--- config.mk ---
export PLATFORM = sky130hd
export DESIGN_NAME = alu_rr_scheduler
export DESIGN_NICKNAME = d
export VERILOG_FILES = /design/src/rtl/alu_rr_scheduler.sv
export SDC_FILE = /design/constraint.sdc
export NUM_CORES = 1
export LEC_CHECK = 0
export CAP_MARGIN = 20
export CORE_MARGIN = 3
export CORE_UTILIZATION = 40
export DETAILED_ROUTE_END_ITERATION = 10
export PLACE_DENSITY = 0.81
export SLEW_MARGIN = 10
export SYNTH_ARGS = -nofsm -noshare
export SYNTH_HDL_FRONTEND = slang
export SYNTH_SLANG_ARGS = --single-unit
--- constraint.sdc ---
create_clock -name clk -period 3.8 [get_ports clk]
set_clock_uncertainty 0.1 [all_clocks]
set_input_delay 1.14 -clock clk [delete_from_list [all_inputs] [get_ports clk]]
set_output_delay 1.14 -clock clk [all_outputs]
set_load 0.05 [all_outputs]
--- src/rtl/alu_rr_scheduler.sv ---
// ---------------------------------------------------------------------------
// alu_rr_scheduler
//
// Two-requester round-robin front end for a shared combinational ALU. A
// command from either requester is accepted through valid/ready. Its operands
// and opcode are registered onto the alu_* outputs, and the ALU is given one
// settle cycle (EXEC). The result is then captured and presented on the
// response port, tagged with the requester ID, and held until the consumer
// accepts it.
//
// Ports:
//   clk, rst_n            clock, asynchronous active-low reset
//   req0_* / req1_*       command channels (valid/ready, a, b, op)
//   alu_a, alu_b, alu_op  registered operands/opcode to the external alu
//   alu_res               combinational result from the external alu
//   rsp_valid/rsp_ready   response handshake
//   rsp_id, rsp_data      requester ID and captured result
//
// Optional feature (macro SCHED_GRANT_CNT_EN):
//   adds grant_cnt0 / grant_cnt1. These are 16-bit saturating counts of the
//   commands accepted from each requester.
// ---------------------------------------------------------------------------
module alu_rr_scheduler #(
  parameter int DW  = 16,
  parameter int OPW = 6
) (
  input  logic           clk,
  input  logic           rst_n,

  input  logic           req0_valid,
  output logic           req0_ready,
  input  logic [DW-1:0]  req0_a,
  input  logic [DW-1:0]  req0_b,
  input  logic [OPW-1:0] req0_op,

  input  logic           req1_valid,
  output logic           req1_ready,
  input  logic [DW-1:0]  req1_a,
  input  logic [DW-1:0]  req1_b,
  input  logic [OPW-1:0] req1_op,

  output logic [DW-1:0]  alu_a,
  output logic [DW-1:0]  alu_b,
  output logic [OPW-1:0] alu_op,
  input  logic [DW-1:0]  alu_res,

  output logic           rsp_valid,
  input  logic           rsp_ready,
  output logic           rsp_id,
  output logic [DW-1:0]  rsp_data
`ifdef SCHED_GRANT_CNT_EN
  ,
  output logic [15:0]    grant_cnt0,
  output logic [15:0]    grant_cnt1
`endif
);

  typedef enum logic [1:0] {
    IDLE = 2'd0,
    EXEC = 2'd1,
    HOLD = 2'd2
  } state_t;

  state_t state;
  logic   last_grant;

  // Arbitration is evaluated every cycle. It only takes effect in IDLE.
  logic gnt_any;
  logic gnt_id;
  logic accept;

  // NOTE: every signal written in always_comb gets a default first, so no
  // path can leave it unassigned and infer a latch.
  always_comb begin
    gnt_any = req0_valid | req1_valid;
    gnt_id  = 1'b0;
    if (req0_valid && req1_valid) begin
      gnt_id = ~last_grant;        // tie: the requester not served last
    end else if (req1_valid) begin
      gnt_id = 1'b1;
    end
  end

  assign accept     = (state == IDLE) && gnt_any;
  assign req0_ready = accept && !gnt_id;
  assign req1_ready = accept &&  gnt_id;

  // NOTE: sequential state uses non-blocking assignments only, so every
  // register samples values from before the edge regardless of block order.
  always_ff @(posedge clk or negedge rst_n) begin
    if (!rst_n) begin
      state      <= IDLE;
      alu_a      <= '0;
      alu_b      <= '0;
      alu_op     <= '0;
      rsp_data   <= '0;
      rsp_valid  <= 1'b0;
      rsp_id     <= 1'b0;
      last_grant <= 1'b1;          // requester 0 wins the first tie
    end else begin
      case (state)
        IDLE: begin
          if (gnt_any) begin
            alu_a      <= gnt_id ? req1_a  : req0_a;
            alu_b      <= gnt_id ? req1_b  : req0_b;
            alu_op     <= gnt_id ? req1_op : req0_op;
            rsp_id     <= gnt_id;
            last_grant <= gnt_id;
            state      <= EXEC;
          end
        end
        EXEC: begin
          // alu_* have been stable for a full cycle, so alu_res has settled.
          rsp_data  <= alu_res;
          rsp_valid <= 1'b1;
          state     <= HOLD;
        end
        HOLD: begin
          if (rsp_ready) begin
            rsp_valid <= 1'b0;
            state     <= IDLE;
          end
        end
        default: begin
          state <= IDLE;
        end
      endcase
    end
  end

`ifdef SCHED_GRANT_CNT_EN
  // Saturating per-requester acceptance counters.
  always_ff @(posedge clk or negedge rst_n) begin
    if (!rst_n) begin
      grant_cnt0 <= '0;
      grant_cnt1 <= '0;
    end else begin
      if (req0_ready && grant_cnt0 != 16'hFFFF) grant_cnt0 <= grant_cnt0 + 16'd1;
      if (req1_ready && grant_cnt1 != 16'hFFFF) grant_cnt1 <= grant_cnt1 + 16'd1;
    end
  end
`endif

endmodule

Word level (Yosys, flattened, before mapping):

Index checks and enable logic that the tools add are counted.

* flip-flop bits (word level): 59
* input bits: 97
* output and inout port bits: 58
* logic and storage cells: 34

* equality and inequality tests: 4
* multiplexer cells: 10
* bitwise operators: 2
* reductions and logical operators: 10

Operators by type and width (count)
* two-way mux 16 bit: 2
* two-way mux 6 bit: 1
* case mux 2 bit (3 select lines): 1
* AND reduction 2 bit: 3
* logical AND 1 bit: 4
* two-way mux 2 bit: 2
* != test 2 bit, second input constant: 2
* two-way mux 1 bit: 3
* == test 2 x 1 -> 1 bit, second input constant: 1
* == test 2 bit, second input constant: 1
* logical NOT 2 bit: 1
* case mux 1 bit (2 select lines): 1
* nonzero test 2 bit: 1
* logical NOT 1 bit: 1
* inverter 1 bit: 1
* bitwise OR 1 bit: 1

Longest topological paths before layout:

Gate-level depths: netlist of the first run.

* word-level depth: 4
* gate-level depth with buffers: 4
* gate-level depth less buffers: 3

Worst setup path before layout of the first run:

Ideal clock, no wire load.

* path type: input to output
* from: in req1_valid
* to: out req1_ready
* data arrival time: 2.606 ns
* slack: -0.046 ns
* stages on the path: 3
* buffers on the path: 1
* cells stage by stage: a21bo_4 -> buf_6 -> nor3_1

* cells in the longest elaborated chain, start to end: 3
* elaborated cells on any way between the ends: 6
* classes of those cells: mux: 2; bitwise: 1; reduce/logical: 3

RTL lines
* start, declared: line 36 `input logic req1_valid,`
* two-way mux 1 bit (tied with other cells): line 79 `end else if (req1_valid) begin`
* two-way mux 1 bit / logical AND 1 bit (equally long branches): line 77, 84
* logical AND 1 bit *: line 86 `assign req1_ready = accept && gnt_id;`
* end, declared: line 37 `output logic req1_ready,`

Mark *: on every way between the ends. The rest lies on a longest branch, timed or not.

Worst setup path after layout of the first run:

Same ends and word-level chain as after synthesis.

==> run metrics, run 1 <==
status=finished clean; Slew headroom=52.54%; post-synthesis cell area=2979 sq um; worst slew pin tran=0.7119 ns; DRT iter0 DRCs=31; post-synthesis register bit count=59; post-DR vias/cell=4.661; CP max stage delay=0.50 ns; Pleak=2.159 nW; Top FF cell, synth=dfrtp_1; crit end category=output port; TritonCTS Buffers=9; GRT Residual Overflow=0; DRT Pass-1 Iters=3; syn nets=274; CTS H-tree lvls=3; critical path launch point type=input port; top cells by area, synth=dfrtp_1 (49%), mux2_4 (38%), mux2_2 (6.4%); Starting Density=42.44%; number of global-route vias before repair=2188; RSZ-0062 raised after global routing=false; Post-synth EDFFs=0; Fmax=283.8 MHz; # IOs=155; Worst Path Max Fanout=4; WL per Instance=15.18 um; Routed Antenna Nets=0; Sum Neg Setup Slack=0 ns; post_cts resized=0; Gate Count Post-Synth=177; max-slew violation count=0; Detail Placement HPWL=5226 um; die area=8519 sq um; worst slack at placement=0.2706 ns; GRT Overall Usage=15.97%; Die H=92.30 um; Max clock buf depth=2; slowest CP cell=clkdlybuf4s50_1; Port Buffers=154; share of the yosys chip area belonging to registers=49.60%; Die Width=92.30 um; setup ws final=0.2769 ns; ordered cell list for the critical path=clkdlybuf4s50_1 -> a21bo_4 -> nor3_2 -> buf_12; final setup violation count=0; synth unique cells=20; Worst EP arrival=2.28 ns; worst setup path category=in2out; synthesis-to-finish area growth=61.91%; pin count of the biggest net entering global routing=47; YS warnings=0; most instantiated cells after synthesis=mux2_4 (75), dfrtp_1 (58), mux2_2 (17); min Tclk post-route=3.523 ns; Final Hold Fails=0; Power Dens Cells=941.3 nW/um^2; Buf/Inv on CP=2; first-pass GRT wire length=10680 um; nets=436; share of cells above drive strength 1=35.57%; CTS clk-pin slew, worst paths=0.06 ns; Top delay family on crit path=buffers and inverters; WL final=6664 um; core area=7019 sq um; Antenna Cells=0; final worst path period share=92.71%; fillers=520; CTS tree=built; post-synth top area cell=dfrtp_1; row cnt=30; post-synth top area share=48.72%; vias=2046; Synth async-reset ratio=100.0%; Setup Buffers After CTS=0; drc violations=0; clk_lat worst skew=0.32 ns; hold_buf cts=0; maxcap violations=0; CTS Root Cell=clkbuf_8; Req. time, crit path=2.56 ns; IR drop worst, VDD=0.4881 mV; most frequent cell after synthesis=mux2_4; Clock Sinks=59; GP Congestion=0.6791; hold crit path type=reg2reg; initial antenna violation count=0; Avg Cell Area, Syn=16.83 sq um
==> where the power goes <==
group | total (mW) | switching, mW | internal, mW
Combinational | 2.87 | 1.61 | 1.26
Sequential | 1.15 | 0.185 | 0.961
Clock | 0.529 | 0.234 | 0.294
==> layout make-up <==
class | count | area (sq um) | share of cell area, %
clock inverters | 6 | 57.56 | 1.193
clock buffers | 9 | 123.9 | 2.568
inverters | 2 | 7.507 | 0.1556
flip-flops and latches | 59 | 1478 | 30.64
multi-input cells | 106 | 1415 | 29.34
repair buffers | 161 | 1622 | 33.62
well taps | 96 | 120.1 | 2.490
==> state kept, by name, summed over array words and instances (netlist names) <==
| register | flops |
|---|---|
| last_grant | 1 |
| rsp_id | 1 |
| alu_a | 16 |
| rsp_valid | 1 |
| alu_op | 6 |
| rsp_data | 16 |
| alu_b | 16 |
| state | 2 |
==> worst paths after layout <==
kind                       depth (start not counted)                        to  slack [ns]                    start
max                                                4                req1_ready        0.28               req1_valid
min                                                1   rsp_data[0]$_DFFE_PN0P_        0.40  rsp_data[0]$_DFFE_PN0P_
max reg2reg                                        4      alu_b[4]$_DFFE_PN0P_        1.77     state[1]$_DFFE_PN0P_
min reg2reg                                        1   rsp_data[0]$_DFFE_PN0P_        0.40  rsp_data[0]$_DFFE_PN0P_
max in group asynchronous                          3      alu_b[3]$_DFFE_PN0P_        2.36                    rst_n
min in group asynchronous                          1  rsp_data[14]$_DFFE_PN0P_        0.58                    rst_n
==> metrics by stage <==
step / std cells / power (mW) / hold slack (ns) / util, % / cell area (sq um)
3_5_place_dp: 423 / 4.046 / 0.3908 / 65.85 / 4622
2_1_floorplan: 177 / 3.143 / 0.4102 / - / 2984
4_1_cts: 438 / 4.594 / 0.4091 / 68.43 / 4803
5_1_grt: 439 / 4.755 / 0.4206 / 68.72 / 4823
6_report: 439 / 4.540 / 0.4046 / 68.72 / 4823
3_3_place_gp: 423 / 4.002 / 0.3884 / 65.85 / 4622
==> placed cells by master (no fill, tap or decap), drive strengths merged <==
cell type,netlist,routed
nor3b,1,1
or2,1,1
dfstp,1,1
o21a,1,1
buf,10,10
nor2b,1,1
nor2,1,1
nor3,1,1
clkinv,0,4
mux2,92,92
a21oi,3,3
a31oi,1,1
clkdlybuf4s50,0,151
dfrtp,58,58
bufinv,0,1
and2,1,1
clkinvlp,0,1
clkbuf,0,9
o21bai,1,1
inv,2,2
a21bo,1,1
nand2,1,1
==> cell families (layout without fill, tap and decap cells) <==
kind of cell	after synthesis	count (layout)	share of synthesized area [%]
flip-flops	59	59	49.60
AO/OA/AOI/OAI	7	7	1.764
multiplexers	92	92	44.22
buffers and inverters	12	178	3.108
AND/OR/NAND/NOR	7	7	1.302
==> routing by layer <==
layer	global-route usage, %	share of wire, %
met2	28.70	53
met3	5.037	7.8
met5	0	0
met1	18.15	38
met4	4.455	0.89
No activity file was read; power rests on OpenSTA's default activity.
==> run 2: changes to the inputs <==
ABC_CLOCK_PERIOD_IN_PS = 3800   (was unset)
==> results of run 2 <==
Same layout as run 1: the final DEF is identical, and so are final timing and power.
